### src/rtl/rx_frame_parser_pkg.sv
`default_nettype none
// +----------------------------------------------------------------------+
// | rx_frame_parser_pkg : shared defaults and FSM encoding for the parser |
// | Rev 1.0                                                              |
// +----------------------------------------------------------------------+
package rx_frame_parser_pkg;

  localparam int c_max_data_def = 100;
  localparam int c_max_keys_def = 3;

  typedef enum logic [2:0] {
    IDLE  = 3'd0,
    DATA  = 3'd1,
    KLEN  = 3'd2,
    KEYS  = 3'd3,
    ISSUE = 3'd4,
    HOLD  = 3'd5,
    DONE  = 3'd6
  } state_t;

endpackage
`default_nettype wire

### src/rtl/rx_frame_parser_rx_hs.sv
`default_nettype none
// +----------------------------------------------------------------------+
// | rx_frame_parser_rx_hs : four-phase receive handshake, one byte/phase |
// | Rev 1.0                                                              |
// +----------------------------------------------------------------------+
module rx_frame_parser_rx_hs (
  input  logic clk_i,
  input  logic rst_ni,
  input  logic rx_ready_i,
  input  logic en_i,
  output logic rx_ack_o,
  output logic accept_o
);

  logic ack_q;
  logic ack_d;

  assign accept_o = rx_ready_i && !ack_q && en_i;
  assign rx_ack_o = ack_q;

  // A started handshake always completes, even if the parser has moved on
  always_comb begin
    ack_d = ack_q;
    if (accept_o) begin
      ack_d = 1'b1;
    end else if (!rx_ready_i) begin
      ack_d = 1'b0;
    end
  end

  always_ff @(posedge clk_i or negedge rst_ni) begin
    if (!rst_ni) begin
      ack_q <= 1'b0;
    end else begin
      ack_q <= ack_d;
    end
  end

endmodule
`default_nettype wire

### src/rtl/rx_frame_parser.sv
`default_nettype none
// +----------------------------------------------------------------------+
// | rx_frame_parser : parses N/data/K/key frames, issues data-key pairs  |
// | Rev 1.0                                                              |
// +----------------------------------------------------------------------+
module rx_frame_parser
  import rx_frame_parser_pkg::*;
#(
  parameter int MAX_DATA = c_max_data_def,
  parameter int MAX_KEYS = c_max_keys_def
) (
  input  logic       Clk_100M,
  input  logic       Reset,
  input  logic [7:0] Rx_Data,
  input  logic       Rx_Ready,
  output logic       Rx_Ack,
  output logic [7:0] Byte_Data,
  output logic [7:0] Byte_Key,
  output logic [7:0] Byte_Index,
  output logic       Byte_Valid,
  input  logic       Byte_Ack,
  output logic [7:0] Data_Len,
  output logic [7:0] Key_Len,
  output logic       Frame_Done,
  output logic       Frame_Error
);

  localparam int         c_daw        = (MAX_DATA > 1) ? $clog2(MAX_DATA) : 1;
  localparam int         c_kaw        = (MAX_KEYS > 1) ? $clog2(MAX_KEYS) : 1;
  localparam logic [7:0] c_max_data_b = 8'(MAX_DATA);
  localparam logic [7:0] c_max_keys_b = 8'(MAX_KEYS);

  state_t     state_q, state_d;
  logic [7:0] cnt_q, cnt_d;
  logic [7:0] idx_q, idx_d;
  logic [7:0] kidx_q, kidx_d;
  logic [7:0] dlen_q, dlen_d;
  logic [7:0] klen_q, klen_d;
  logic [7:0] bdata_q, bdata_d;
  logic [7:0] bkey_q, bkey_d;
  logic       err_q, err_d;
  logic       ack_low_q, ack_low_d;
  logic       data_we, key_we;
  logic       rx_en, rx_acc;
  logic [7:0] idx_nxt, kidx_nxt;

  logic [7:0] data_mem [MAX_DATA];
  logic [7:0] key_mem  [MAX_KEYS];

  assign rx_en = (state_q == IDLE) || (state_q == DATA) ||
                 (state_q == KLEN) || (state_q == KEYS);

  rx_frame_parser_rx_hs u_rx_hs (
    .clk_i      (Clk_100M),
    .rst_ni     (Reset),
    .rx_ready_i (Rx_Ready),
    .en_i       (rx_en),
    .rx_ack_o   (Rx_Ack),
    .accept_o   (rx_acc)
  );

  assign idx_nxt  = idx_q + 8'd1;
  assign kidx_nxt = (kidx_q + 8'd1 == klen_q) ? 8'd0 : kidx_q + 8'd1;

  always_comb begin
    state_d   = state_q;
    cnt_d     = cnt_q;
    idx_d     = idx_q;
    kidx_d    = kidx_q;
    dlen_d    = dlen_q;
    klen_d    = klen_q;
    bdata_d   = bdata_q;
    bkey_d    = bkey_q;
    err_d     = err_q;
    ack_low_d = ack_low_q;
    data_we   = 1'b0;
    key_we    = 1'b0;
    unique case (state_q)
      IDLE: begin
        if (rx_acc) begin
          if ((Rx_Data != 8'd0) && (Rx_Data <= c_max_data_b)) begin
            dlen_d  = Rx_Data;
            err_d   = 1'b0;
            cnt_d   = 8'd0;
            state_d = DATA;
          end else begin
            err_d = 1'b1;
          end
        end
      end
      DATA: begin
        if (rx_acc) begin
          data_we = 1'b1;
          if ({1'b0, cnt_q} + 9'd1 == {1'b0, dlen_q}) begin
            cnt_d   = 8'd0;
            state_d = KLEN;
          end else begin
            cnt_d = cnt_q + 8'd1;
          end
        end
      end
      KLEN: begin
        if (rx_acc) begin
          if ((Rx_Data != 8'd0) && (Rx_Data <= c_max_keys_b)) begin
            klen_d  = Rx_Data;
            cnt_d   = 8'd0;
            state_d = KEYS;
          end else begin
            err_d   = 1'b1;
            state_d = IDLE;
          end
        end
      end
      KEYS: begin
        if (rx_acc) begin
          key_we = 1'b1;
          if ({1'b0, cnt_q} + 9'd1 == {1'b0, klen_q}) begin
            // With a single key, key 0 is the byte being written right now
            cnt_d     = 8'd0;
            idx_d     = 8'd0;
            kidx_d    = 8'd0;
            bdata_d   = data_mem[0];
            bkey_d    = (cnt_q == 8'd0) ? Rx_Data : key_mem[0];
            ack_low_d = !Byte_Ack;
            state_d   = ISSUE;
          end else begin
            cnt_d = cnt_q + 8'd1;
          end
        end
      end
      ISSUE: begin
        // An acknowledge already high on entry must drop before it counts
        if (Byte_Ack && ack_low_q) begin
          state_d = HOLD;
        end else if (!Byte_Ack) begin
          ack_low_d = 1'b1;
        end
      end
      HOLD: begin
        if (!Byte_Ack) begin
          if ({1'b0, idx_q} + 9'd1 < {1'b0, dlen_q}) begin
            idx_d     = idx_nxt;
            kidx_d    = kidx_nxt;
            bdata_d   = data_mem[idx_nxt[c_daw-1:0]];
            bkey_d    = key_mem[kidx_nxt[c_kaw-1:0]];
            ack_low_d = 1'b1;
            state_d   = ISSUE;
          end else begin
            state_d = DONE;
          end
        end
      end
      DONE:    state_d = IDLE;
      default: state_d = IDLE;
    endcase
  end

  always_ff @(posedge Clk_100M or negedge Reset) begin
    if (!Reset) begin
      state_q   <= IDLE;
      cnt_q     <= 8'd0;
      idx_q     <= 8'd0;
      kidx_q    <= 8'd0;
      dlen_q    <= 8'd0;
      klen_q    <= 8'd0;
      bdata_q   <= 8'd0;
      bkey_q    <= 8'd0;
      err_q     <= 1'b0;
      ack_low_q <= 1'b0;
    end else begin
      state_q   <= state_d;
      cnt_q     <= cnt_d;
      idx_q     <= idx_d;
      kidx_q    <= kidx_d;
      dlen_q    <= dlen_d;
      klen_q    <= klen_d;
      bdata_q   <= bdata_d;
      bkey_q    <= bkey_d;
      err_q     <= err_d;
      ack_low_q <= ack_low_d;
    end
  end

  always_ff @(posedge Clk_100M) begin
    if (data_we) begin
      data_mem[cnt_q[c_daw-1:0]] <= Rx_Data;
    end
    if (key_we) begin
      key_mem[cnt_q[c_kaw-1:0]] <= Rx_Data;
    end
  end

  assign Byte_Valid  = (state_q == ISSUE);
  assign Frame_Done  = (state_q == DONE);
  assign Byte_Data   = bdata_q;
  assign Byte_Key    = bkey_q;
  assign Byte_Index  = idx_q;
  assign Data_Len    = dlen_q;
  assign Key_Len     = klen_q;
  assign Frame_Error = err_q;

endmodule
`default_nettype wire
### config.mk
export PLATFORM = sky130hd
export DESIGN_NAME = rx_frame_parser
export DESIGN_NICKNAME = d
export VERILOG_FILES = /design/src/rtl/rx_frame_parser_pkg.sv /design/src/rtl/rx_frame_parser_rx_hs.sv /design/src/rtl/rx_frame_parser.sv
export SDC_FILE = /design/constraint.sdc
export NUM_CORES = 1
export LEC_CHECK = 0
export CORE_ASPECT_RATIO = 0.75
export CORE_MARGIN = 1
export CORE_UTILIZATION = 50
export CTS_CLUSTER_SIZE = 8
export DETAILED_ROUTE_END_ITERATION = 6
export MAX_ROUTING_LAYER = met4
export PLACE_DENSITY = 0.72
export RECOVER_POWER = 50
export SLEW_MARGIN = 10
export SYNTH_ARGS = -nofsm -noshare
export SYNTH_HDL_FRONTEND = slang
export SYNTH_SLANG_ARGS = --single-unit
### constraint.sdc
create_clock -name Clk_100M -period 3.5 [get_ports Clk_100M]
set_input_delay 0.35 -clock Clk_100M [delete_from_list [all_inputs] [get_ports Clk_100M]]
set_output_delay 0.35 -clock Clk_100M [all_outputs]
set_load 0.03 [all_outputs]
# Yosys cells after proc, flatten, opt, wreduce, memory -nomap -nowiden

Memories as Yosys holds them, arrays and structs flattened.
Cells that the tools add are included.

$add $sub $neg: 5
Magnitude comparators: 3
Equality and inequality tests: 24
Muxes and demuxes: 62
Reductions and logical operators: 24

Operators by type and width:

| cell                                                | number |
|---|---|
| two-way mux 8 bit                                   | 24 |
| one-hot mux 8 bit (2 select lines)                  | 4 |
| one-hot mux 8 bit (4 select lines)                  | 1 |
| two-way mux 3 bit                                   | 9 |
| adder 8 x 1 -> 8 bit, second input constant         | 3 |
| two-way mux 1 bit                                   | 19 |
| adder 8 x 1 -> 9 bit, second input constant         | 2 |
| == test 9 x 8 -> 1 bit                              | 2 |
| != test 2 bit, second input constant                | 9 |
| one-hot mux 3 bit (6 select lines)                  | 1 |
| AND reduction 7 bit                                 | 2 |
| != test 2 x 1 -> 1 bit, second input constant       | 6 |
| == test 3 bit, second input constant                | 3 |
| less-than comparator 9 x 8 -> 1 bit                 | 1 |
| AND reduction 9 bit                                 | 1 |
| == test 8 bit                                       | 1 |
| <= comparator 8 x 2 -> 1 bit, second input constant | 1 |
| <= comparator 8 x 7 -> 1 bit, second input constant | 1 |
| zero test 8 bit                                     | 1 |
| nonzero test 8 bit                                  | 1 |
| == test 3 x 2 -> 1 bit, second input constant       | 2 |
| AND reduction 3 bit                                 | 2 |
| logical AND 1 bit                                   | 5 |
| AND reduction 5 bit                                 | 1 |
| 11 further kinds                                    | 16 |

Register bits after elaboration: 62
Bits in writable memories: 824
Input bits: 12
Output and inout bits: 44
Memories: 2

Memories:

| name     | depth | bits a word | read ports | clocked after Yosys merged registers in | wr ports | line                  | source |
|---|---|---|---|---|---|---|---|
| data_mem | 100   | 8           | 2          | 0                                       | 1        | rx_frame_parser.sv:47 | `logic [7:0] data_mem [MAX_DATA];` |
| key_mem  | 3     | 8           | 2          | 0                                       | 1        | rx_frame_parser.sv:48 | `logic [7:0] key_mem [MAX_KEYS];` |

# Longest topological paths before layout

Gate-level depths: netlist (run 1).

Depth after elaboration: 9
Mapped depth: 15
Mapped depth without buffers: 11

# Modules after synthesis

From an unflattened synthesis (run 1), not the netlist that was laid out.

Cells, all modules: 2023
Area, all modules: 36196.0 µm²

By module, submodules not included:

| module                | times used | cells each | area each (µm²) |
|---|---|---|---|
| rx_frame_parser       | 1          | 2020       | 36154.7 |
| rx_frame_parser_rx_hs | 1          | 3          | 41.3 |

# Least setup slack after synthesis (run 1)

OpenSTA, ideal clock, no wires.

Path kind: register to register
From: reg idx_q[1] (netlist: Byte_Index[1])
To: reg idx_q[5] (netlist: Byte_Index[5])
Data arrival time: 3.305 ns
Setup slack: 0.073 ns
Cell stages (with the launch flop): 15
Cells stage by stage: dfrtp_1 -> ha_1 -> xnor2_1 -> clkbuf_1 -> buf_2 -> inv_1 -> ha_1 -> o21a_1 -> o2111ai_1 -> a21o_1 -> and3_1 -> buf_1 -> nand2_2 -> buf_2 -> a32o_1

Word-level cells in the longest chain between the ends: 4
Elaborated cells between the ends (all ways): 8
Classes of those cells: add/sub (2); order compare (1); eq/ne (1); mux (3); reduce/logical (1)

Ends and longest elaborated chain:

| element                                                                                    | line                                          | source |
|---|---|---|
| start: declaration                                                                         | rx_frame_parser.sv:35                         | `logic [7:0] idx_q, idx_d;` |
| start signal: assignment                                                                   | rx_frame_parser.sv:173                        | `idx_q <= idx_d;` |
| adder 8 x 1 -> 9 bit / adder 8 x 1 -> 8 bit (equally long branches)                        | rx_frame_parser.sv:141, rx_frame_parser.sv:62 |  |
| less-than comparator 9 x 8 -> 1 bit / two-way mux 8 bit (equally long branches)            | rx_frame_parser.sv:141                        | `if ({1'b0, idx_q} + 9'd1 < {1'b0, dlen_q}) begin` |
| != test 2 bit (no line) / two-way mux 8 bit (equally long branches)                        | n/a                                           |  |
| AND reduction 5 bit (no line) / one-hot mux 8 bit (2 select lines) (equally long branches) | n/a                                           |  |

Several ways; a longest one is shown, not always the timed one. The select of a mux whose other input is x is not followed.
A chain may end at the register's enable or synchronous reset.

# Worst setup path in the final report (run 1)

From: reg idx_q[0] (netlist: Byte_Index[0])
To: reg bdata_q[7] (netlist: Byte_Data[7])

Word-level cells in the longest chain between the ends: 5
Elaborated cells between the ends (all ways): 9
Classes of those cells: add/sub (2); order compare (1); eq/ne (1); mux (3); reduce/logical (1); memory (1)

Ends and longest elaborated chain:

| element                            | line                   | source |
|---|---|---|
| adder 8 x 1 -> 8 bit               | rx_frame_parser.sv:62  | `assign idx_nxt = idx_q + 8'd1;` |
| memory (100 x 8 bit)               | n/a                    |  |
| two-way mux 8 bit                  | rx_frame_parser.sv:141 |  |
| two-way mux 8 bit                  | rx_frame_parser.sv:140 | `if (!Byte_Ack) begin` |
| one-hot mux 8 bit (2 select lines) | rx_frame_parser.sv:78  | `unique case (state_q)` |
| end signal: assignment             | rx_frame_parser.sv:177 | `bdata_q <= bdata_d;` |
| end: declaration                   | rx_frame_parser.sv:39  | `logic [7:0] bdata_q, bdata_d;` |

Several ways; a longest one is shown, not always the timed one. The select of a mux whose other input is x is not followed.

==> results of run 1 <==
cells in the mapped netlist (6+ instances only):
| cell type | n |
|---|---|
| sky130_fd_sc_hd__xnor3_1 | 6 |
| sky130_fd_sc_hd__nor3_1 | 24 |
| sky130_fd_sc_hd__buf_2 | 24 |
| sky130_fd_sc_hd__o21ai_0 | 22 |
| sky130_fd_sc_hd__edfxtp_1 | 824 |
| sky130_fd_sc_hd__and2_1 | 17 |
| sky130_fd_sc_hd__clkbuf_1 | 64 |
| sky130_fd_sc_hd__a2111oi_0 | 8 |
| sky130_fd_sc_hd__a22o_1 | 13 |
| sky130_fd_sc_hd__o31a_1 | 11 |
| sky130_fd_sc_hd__inv_1 | 24 |
| sky130_fd_sc_hd__buf_4 | 10 |
| sky130_fd_sc_hd__nor2_1 | 147 |
| sky130_fd_sc_hd__nand4_1 | 8 |
| sky130_fd_sc_hd__o22ai_1 | 11 |
| sky130_fd_sc_hd__mux2i_1 | 9 |
| sky130_fd_sc_hd__buf_6 | 8 |
| sky130_fd_sc_hd__ha_1 | 13 |
| sky130_fd_sc_hd__xnor2_1 | 14 |
| sky130_fd_sc_hd__a32o_1 | 6 |
| sky130_fd_sc_hd__mux4_2 | 248 |
| sky130_fd_sc_hd__xor2_1 | 8 |
| sky130_fd_sc_hd__a2bb2o_1 | 8 |
| sky130_fd_sc_hd__nand3_1 | 35 |
| sky130_fd_sc_hd__o21ai_1 | 12 |
| sky130_fd_sc_hd__a21oi_1 | 37 |
| sky130_fd_sc_hd__dfrtp_1 | 62 |
| sky130_fd_sc_hd__nand2_1 | 65 |
| sky130_fd_sc_hd__o2111ai_1 | 10 |
| sky130_fd_sc_hd__nand2b_1 | 20 |
power groups by stage:
stage | logic, mW | clock network (mW) | registers (mW)
2_1_floorplan | 3.49 | 0 | 12.5
3_3_place_gp | 5.43 | 0 | 12.3
3_5_place_dp | 5.53 | 0 | 12.3
4_1_cts | 5.58 | 10.6 | 12.1
5_1_grt | 5.87 | 11.1 | 12.2
6_report | 5.53 | 10.5 | 12.2
kinds of logic after synthesis:
group / share of synthesized area
fa+ha+maj: 0.004492
buf+inv: 0.01721
flops: 0.7262
compound gates: 0.03698
xor+xnor: 0.01037
simple gates: 0.04641
mux: 0.1583
worst max-delay path: stages, from the launching register on:
cell and delay [ns]:
sky130_fd_sc_hd__dfrtp_4 0.51, sky130_fd_sc_hd__ha_4 0.31, sky130_fd_sc_hd__buf_12 0.23, sky130_fd_sc_hd__buf_12 0.21, sky130_fd_sc_hd__mux4_2 0.34, sky130_fd_sc_hd__mux4_2 0.55
sky130_fd_sc_hd__o22ai_1 0.27, sky130_fd_sc_hd__nor3_1 0.21, sky130_fd_sc_hd__a2111oi_1 0.47, sky130_fd_sc_hd__o21ai_1 0.10
final timing paths:
check	startpoint	end	slack (ns)	cells past startpoint
worst max-delay path	Byte_Index[0]	Byte_Data[7]	0.10	9
worst min-delay path	Reset	Byte_Key[2]	0.13	2
worst max register to register	Byte_Index[0]	Byte_Data[7]	0.10	9
worst min register to register	ack_low_q	ack_low_q	0.51	1
max in group asynchronous	Reset	Byte_Index[0]	0.59	3
min in group Clk_100M	Rx_Ready	u_rx_hs.rx_ack_o	0.30	2
through the flow:
stage | power, mW | setup TNS, ns | cell area (sq um) | setup slack [ns] | utilization
5_1_grt | 29.17 | 0 | 42220 | 0.04039 | 0.5891
6_report | 28.24 | 0 | 42220 | 0.1028 | 0.5891
3_5_place_dp | 17.88 | -0.01086 | 38920 | -0.01086 | 0.5430
3_3_place_gp | 17.78 | 0 | 38920 | 0.1566 | 0.5430
2_1_floorplan | 15.94 | 0 | 36210 | 0.07323 | -
4_1_cts | 28.38 | 0 | 42300 | 0.05494 | 0.5901
cell type report:
cell class	instances	area [sq um]	area share
inverters	24	90.09	0.002134
diodes	3	7.507	0.0001778
repair buffers	232	1937	0.04587
flip-flops and latches	886	26300	0.6228
well taps	957	1197	0.02836
multi-input cells	843	9328	0.2209
clock inverters	4	73.82	0.001748
clock buffers	180	3292	0.07796
sequential cells by signal, indices dropped and copies added, names as in the netlist:
| signal | flops |
|---|---|
| ack_low_q | 1 |
| Byte_Index | 8 |
| kidx_q | 8 |
| Byte_Key | 8 |
| Frame_Error | 1 |
| Key_Len | 8 |
| Data_Len | 8 |
| data_mem | 800 |
| u_rx_hs.rx_ack_o | 1 |
| state_q | 3 |
| cnt_q | 8 |
| key_mem | 24 |
| Byte_Data | 8 |
per-layer routing:
metal	up-vias	part of all wire	wire length, um	global-route usage
met5	-	0	0	-
met4	0	0.020	1841	0.06282
met3	140	0.11	10060	0.07211
met2	1107	0.46	41230	0.3664
met1	10250	0.41	37290	0.3764
li1	8122	-	-	-
what timing repair did:
item                                    CTS  global route
pin swaps                                 0             0
buffers inserted                          0             0
endpoints found under the hold margin    62             0
endpoints found under the setup margin    1             4
gates resized for setup                   1             5
hold buffers                              1             0
==> flow_metrics.env, run 1 <==
export IMPL_rsz0062_at_grt="no"
export IMPL_fp_coreArea_sq_um=71680
export IMPL_floorplan_die_width_um=312.7
export IMPL_row_count=85
export IMPL_fmax_mhz=294.4
export IMPL_via_count=19620
export IMPL_layout_cells_most_common_list="sky130_fd_sc_hd__edfxtp_1, sky130_fd_sc_hd__mux4_2, sky130_fd_sc_hd__buf_4, sky130_fd_sc_hd__nor2_1, sky130_fd_sc_hd__clkbuf_16"
export IMPL_synth_edff_count=824
export IMPL_final_worst_path_period_share=0.9706
export IMPL_finalNetCount=2132
export IMPL_drt_first_iter_violations=2624
export IMPL_numClockSinks=886
export IMPL_synth_cell_type_count=76
export IMPL_chipHeight_um=235.0
export IMPL_hpwl_dp_mm=56.86
export IMPL_power_combinational_fraction=0.196
export IMPL_start_util=0.5051
export IMPL_synth_top_cell_area_share=0.6834
export IMPL_drt_total_wl_mm=90.43
export IMPL_seqPwrFrac=0.431
export IMPL_number_of_search_and_repair_iterations_in_the_first_detailed_routing_pass=6
export IMPL_portbufs=55
export IMPL_power_leakage_nw=13.50
export IMPL_synth_nets=1886
export IMPL_grt_pass1_wl_mm=134.6
export IMPL_clock_slew_at_reported_path_ffs_ns=0.05
export IMPL_power_switching_share=0.2683
export IMPL_ys_flop_type="sky130_fd_sc_hd__edfxtp_1"
export IMPL_worstHoldPathType="in -> async"
export IMPL_crit_path_start_kind="flop"
export IMPL_tritoncts="built"
export IMPL_cp_data_required_time_ns=4.05
export IMPL_ir_drop_mv=0.4323
export IMPL_cap_viol_max_count=11
export IMPL_max_slew_margin_rel=-0.7576
export IMPL_root_buffer_cell="sky130_fd_sc_hd__clkbuf_16"
export IMPL_critical_path_class="reg -> reg"
export IMPL_ffs_w_async_s_r_synth=0.06998
export IMPL_grt_max_degree=107
export IMPL_area_growth_synth_to_final_pct=16.62
export IMPL_grt_antenna_before_repair=4
export IMPL_drt_wirelength_per_cell_um=28.90
export IMPL_worst_slew_pin_slew_ns=2.636
export IMPL_global_route_overflow_total=0
export IMPL_finish_cell_count_without_fillers=3129
export IMPL_synth_area_leader_cell="sky130_fd_sc_hd__edfxtp_1"
export IMPL_cts_buffers=120
export IMPL_finalMaxSlewViolations=602
export IMPL_synth_seq_area_share=0.7262
export IMPL_cts_buffer_depth=3
export IMPL_top_level_pins=56
export IMPL_route_detailed_drc=0
export IMPL_viasPerCell=6.270
export IMPL_power_density_cell_area_nw_per_um2=668.8
export IMPL_cp_arrival_ns=3.95
export IMPL_crit_path_end_kind="flop"
export IMPL_synthesis_area_per_instance_sq_um=19.46
export IMPL_die_area_sq_um=73510
export IMPL_synth_seq_cells=886
export IMPL_p_sw_mw=7.577
export IMPL_fillers=5165
export IMPL_setup_viol=0
export IMPL_timing_hold_ws_ns=0.1347
export IMPL_period_needed_ns=3.397
export IMPL_htree_num_levels=3
export IMPL_syn_inst=1861
export IMPL_synth_warnings=0
export IMPL_combined_global_route_utilization_of_all_metal_layers=0.2595
export IMPL_final_common_cell="sky130_fd_sc_hd__edfxtp_1"
export IMPL_first_global_vias=19780
export IMPL_internal_power_mw=20.66
export IMPL_insertion_delay_ns=0.69
export IMPL_place_inst=2941
export IMPL_pwr_share_clk=0.373
export IMPL_violations="max-capacitance violations, max-slew violations"
export IMPL_final_hold_violation_count=0
export IMPL_synthTopCellsByArea="sky130_fd_sc_hd__edfxtp_1, sky130_fd_sc_hd__mux4_2, sky130_fd_sc_hd__dfrtp_1"
export IMPL_antenna_left=0
export IMPL_post_synth_instance_area_sq_um=36210
export IMPL_cp_max_fo=33
export IMPL_post_route_cells_drive_above_1_share=0.2623
export IMPL_place_congestion=0.9023
export IMPL_run_status="finished, violations left"
export IMPL_fin_skew_ns=0.01818
Note: power is estimated with default switching activity, not from simulation.
==> run 2: changes to the inputs <==
--- a/config.mk
+++ b/config.mk
@@ -5,13 +5,15 @@
 export SDC_FILE = /design/constraint.sdc
 export NUM_CORES = 1
 export LEC_CHECK = 0
+export CELL_PAD_IN_SITES_DETAIL_PLACEMENT = 2
+export CELL_PAD_IN_SITES_GLOBAL_PLACEMENT = 2
 export CORE_ASPECT_RATIO = 0.75
 export CORE_MARGIN = 1
-export CORE_UTILIZATION = 50
+export CORE_UTILIZATION = 44
 export CTS_CLUSTER_SIZE = 8
 export DETAILED_ROUTE_END_ITERATION = 6
 export MAX_ROUTING_LAYER = met4
-export PLACE_DENSITY = 0.72
+export PLACE_DENSITY = 0.78
 export RECOVER_POWER = 50
 export SLEW_MARGIN = 10
 export SYNTH_ARGS = -nofsm -noshare
==> run 2 against run 1 <==
  * Non-clock buffer count increased by 13
  * Hold slack better by 0.099 ns
  * Via count up 4.3%
  * The run still ends with max-capacitance violations, max-slew violations left
  * Largest cell class unchanged
  * Count of clock-buffer cells in the layout decreased by 10
  * Final cell count grew 3.4%
  * Flip-flop and latch count did not move
  * Register-to-register slack lost 0.04 ns
  * Highest routed layer unchanged
  * Total power is 2.0% higher
  * Sequential power hardly changed
  * Combinational power rose by 7.6%
==> flow_metrics.env, run 2 (synthesis results as in run 1) <==
export IMPL_run_status="finished, violations left"
export IMPL_violations="max-capacitance violations, max-slew violations"
export IMPL_timing_setup_tns_ns=0
export IMPL_layout_cells_most_common_list="sky130_fd_sc_hd__edfxtp_1, sky130_fd_sc_hd__mux4_2, sky130_fd_sc_hd__buf_4, sky130_fd_sc_hd__nor2_1, sky130_fd_sc_hd__clkbuf_16"
export IMPL_max_slew_margin_rel=-0.8717
export IMPL_number_of_search_and_repair_iterations_in_the_first_detailed_routing_pass=5
export IMPL_root_buffer_cell="sky130_fd_sc_hd__clkbuf_16"
export IMPL_worst_slew_pin_slew_ns=2.808
export IMPL_post_route_cell_area_sq_um=42510
export IMPL_power_leakage_nw=13.60
export IMPL_hpwl_dp_mm=73.45
export IMPL_placedInstanceArea_sq_um=39140
export IMPL_period_needed_ns=3.433
export IMPL_floorplan_die_width_um=333.2
export IMPL_portbufs=55
export IMPL_multi_input_area_sq_um=9354
export IMPL_post_route_cells_drive_above_1_share=0.2703
export IMPL_cap_viol_max_count=6
export IMPL_fin_skew_ns=0.03456
export IMPL_final_hold_violation_count=0
export IMPL_finish_cell_count_without_fillers=3236
export IMPL_power_density_cell_area_nw_per_um2=677.7
export IMPL_finalMaxSlewViolations=480
export IMPL_final_worst_path_period_share=0.9809
export IMPL_reg2reg_setup_slack_ns=0.07
export IMPL_final_common_cell="sky130_fd_sc_hd__edfxtp_1"
export IMPL_start_util=0.4472
export IMPL_setup_viol=0
export IMPL_grt_antenna_before_repair=4
export IMPL_drt_first_iter_violations=2187
export IMPL_grt_max_degree=106
export IMPL_ir_drop_mv=0.4030
export IMPL_area_growth_synth_to_final_pct=17.41
export IMPL_fillers=6892
export IMPL_chipHeight_um=250.4
export IMPL_fmax_mhz=291.3
export IMPL_cts_buffer_depth=3
export IMPL_cp_data_required_time_ns=4.06
export IMPL_fp_coreArea_sq_um=80970
export IMPL_grt_pass1_wl_mm=165.0
export IMPL_antenna_left=0
export IMPL_viasPerCell=6.324
export IMPL_postLayoutSetupSlackWorst_ns=0.06701
export IMPL_finalNetCount=2145
export IMPL_place_inst=3050
export IMPL_route_detailed_drc=0
export IMPL_rsz0062_at_grt="yes"
export IMPL_htree_num_levels=3
export IMPL_numClockSinks=886
export IMPL_critical_path_class="reg -> reg"
export IMPL_crit_path_end_kind="flop"
export IMPL_drt_total_wl_mm=115.2
export IMPL_row_count=90
export IMPL_first_global_vias=22150
export IMPL_register_area_sq_um=26300
export IMPL_place_congestion=0.8470
export IMPL_clock_slew_at_reported_path_ffs_ns=0.06
export IMPL_pre_cts_ws_ns=0.008218
export IMPL_top_level_pins=56
export IMPL_global_route_overflow_total=0
export IMPL_drt_wirelength_per_cell_um=35.59
export IMPL_via_count=20460
export IMPL_insertion_delay_ns=0.72
export IMPL_crit_path_start_kind="flop"
export IMPL_largest_register_ff_count=800
export IMPL_cp_arrival_ns=4.00
export IMPL_combined_global_route_utilization_of_all_metal_layers=0.2867
export IMPL_worstHoldPathType="in -> reg"
export IMPL_cp_max_fo=16
export IMPL_die_area_sq_um=83450
export IMPL_cts_buffers=120
export IMPL_tritoncts="built"
[run 2: cell count changes in the layout (fill, tap and decap cells not counted), moves of 5 or more]
cell / previous run / this run
sky130_fd_sc_hd__clkdlybuf4s50_1: 34 / 28
sky130_fd_sc_hd__buf_6: 0 / 5
sky130_fd_sc_hd__dlygate4sd3_1: 13 / 22
sky130_fd_sc_hd__clkbuf_1: 73 / 59
sky130_fd_sc_hd__clkbuf_2: 5 / 10
sky130_fd_sc_hd__buf_4: 152 / 157
[run 2: what timing repair did]
action                                  4_1_cts  5_1_grt
gates resized for setup                       2       11
pin swaps                                     0        1
endpoints found under the hold margin        46        0
buffers inserted                              0        1
endpoints found under the setup margin        2        6
hold buffers                                  4        0
gates cloned                                  0        1
[run 2: cell type report]
class,instances,area share
multi-input cells,843,0.2200
well taps,1058,0.03114
clock buffers,170,0.07556
diodes,3,0.0001766
clock inverters,7,0.003179
repair buffers,245,0.04912
flip-flops and latches,886,0.6187
inverters,24,0.002119
[run 2: where the power goes]
part	switching [mW]	internal [mW]	leakage (nW)
registers	0.355	11.8	8.20
logic	3.45	2.50	3.80
clock network	4.40	6.25	1.60
total	8.21	20.6	13.6
[run 2: path summary, 6_finish.rpt]
path | startpoint | cells after the start | to
max in group asynchronous | Reset | 3 | Byte_Index[0]
worst min-delay path | Rx_Data[1] | 1 | data_mem[48][1]
worst max-delay path | Byte_Index[0] | 8 | Byte_Data[1]
worst min register to register | ack_low_q | 1 | ack_low_q
min in group asynchronous | Reset | 2 | Key_Len[4]
worst max register to register | Byte_Index[0] | 8 | Byte_Data[1]
[run 2: layer usage]
metal / global-route usage / wire [um]
met5: - / 0
met4: 0.06649 / 2335
met3: 0.04374 / 8250
met2: 0.4573 / 56870
met1: 0.3914 / 47720
[run 2: through the flow]
step,hold WS [ns],utilization,total power [mW]
5_1_grt,0.2241,0.5250,29.62
3_3_place_gp,0.4541,0.4834,17.90
4_1_cts,0.01883,0.5252,28.94
3_5_place_dp,0.4797,0.4834,18.24
2_1_floorplan,0.05441,-,15.94
6_report,0.2335,0.5250,28.81
[run 2: worst max-delay path, cell delays in order (launching register included)]
cell,delay (ns)
sky130_fd_sc_hd__dfrtp_4,0.51
sky130_fd_sc_hd__ha_4,0.41
sky130_fd_sc_hd__buf_4,0.33
sky130_fd_sc_hd__mux4_2,0.35
sky130_fd_sc_hd__mux4_2,0.52
sky130_fd_sc_hd__o22ai_1,0.45
sky130_fd_sc_hd__nor3_1,0.15
sky130_fd_sc_hd__a2111oi_0,0.43
sky130_fd_sc_hd__o21ai_1,0.13
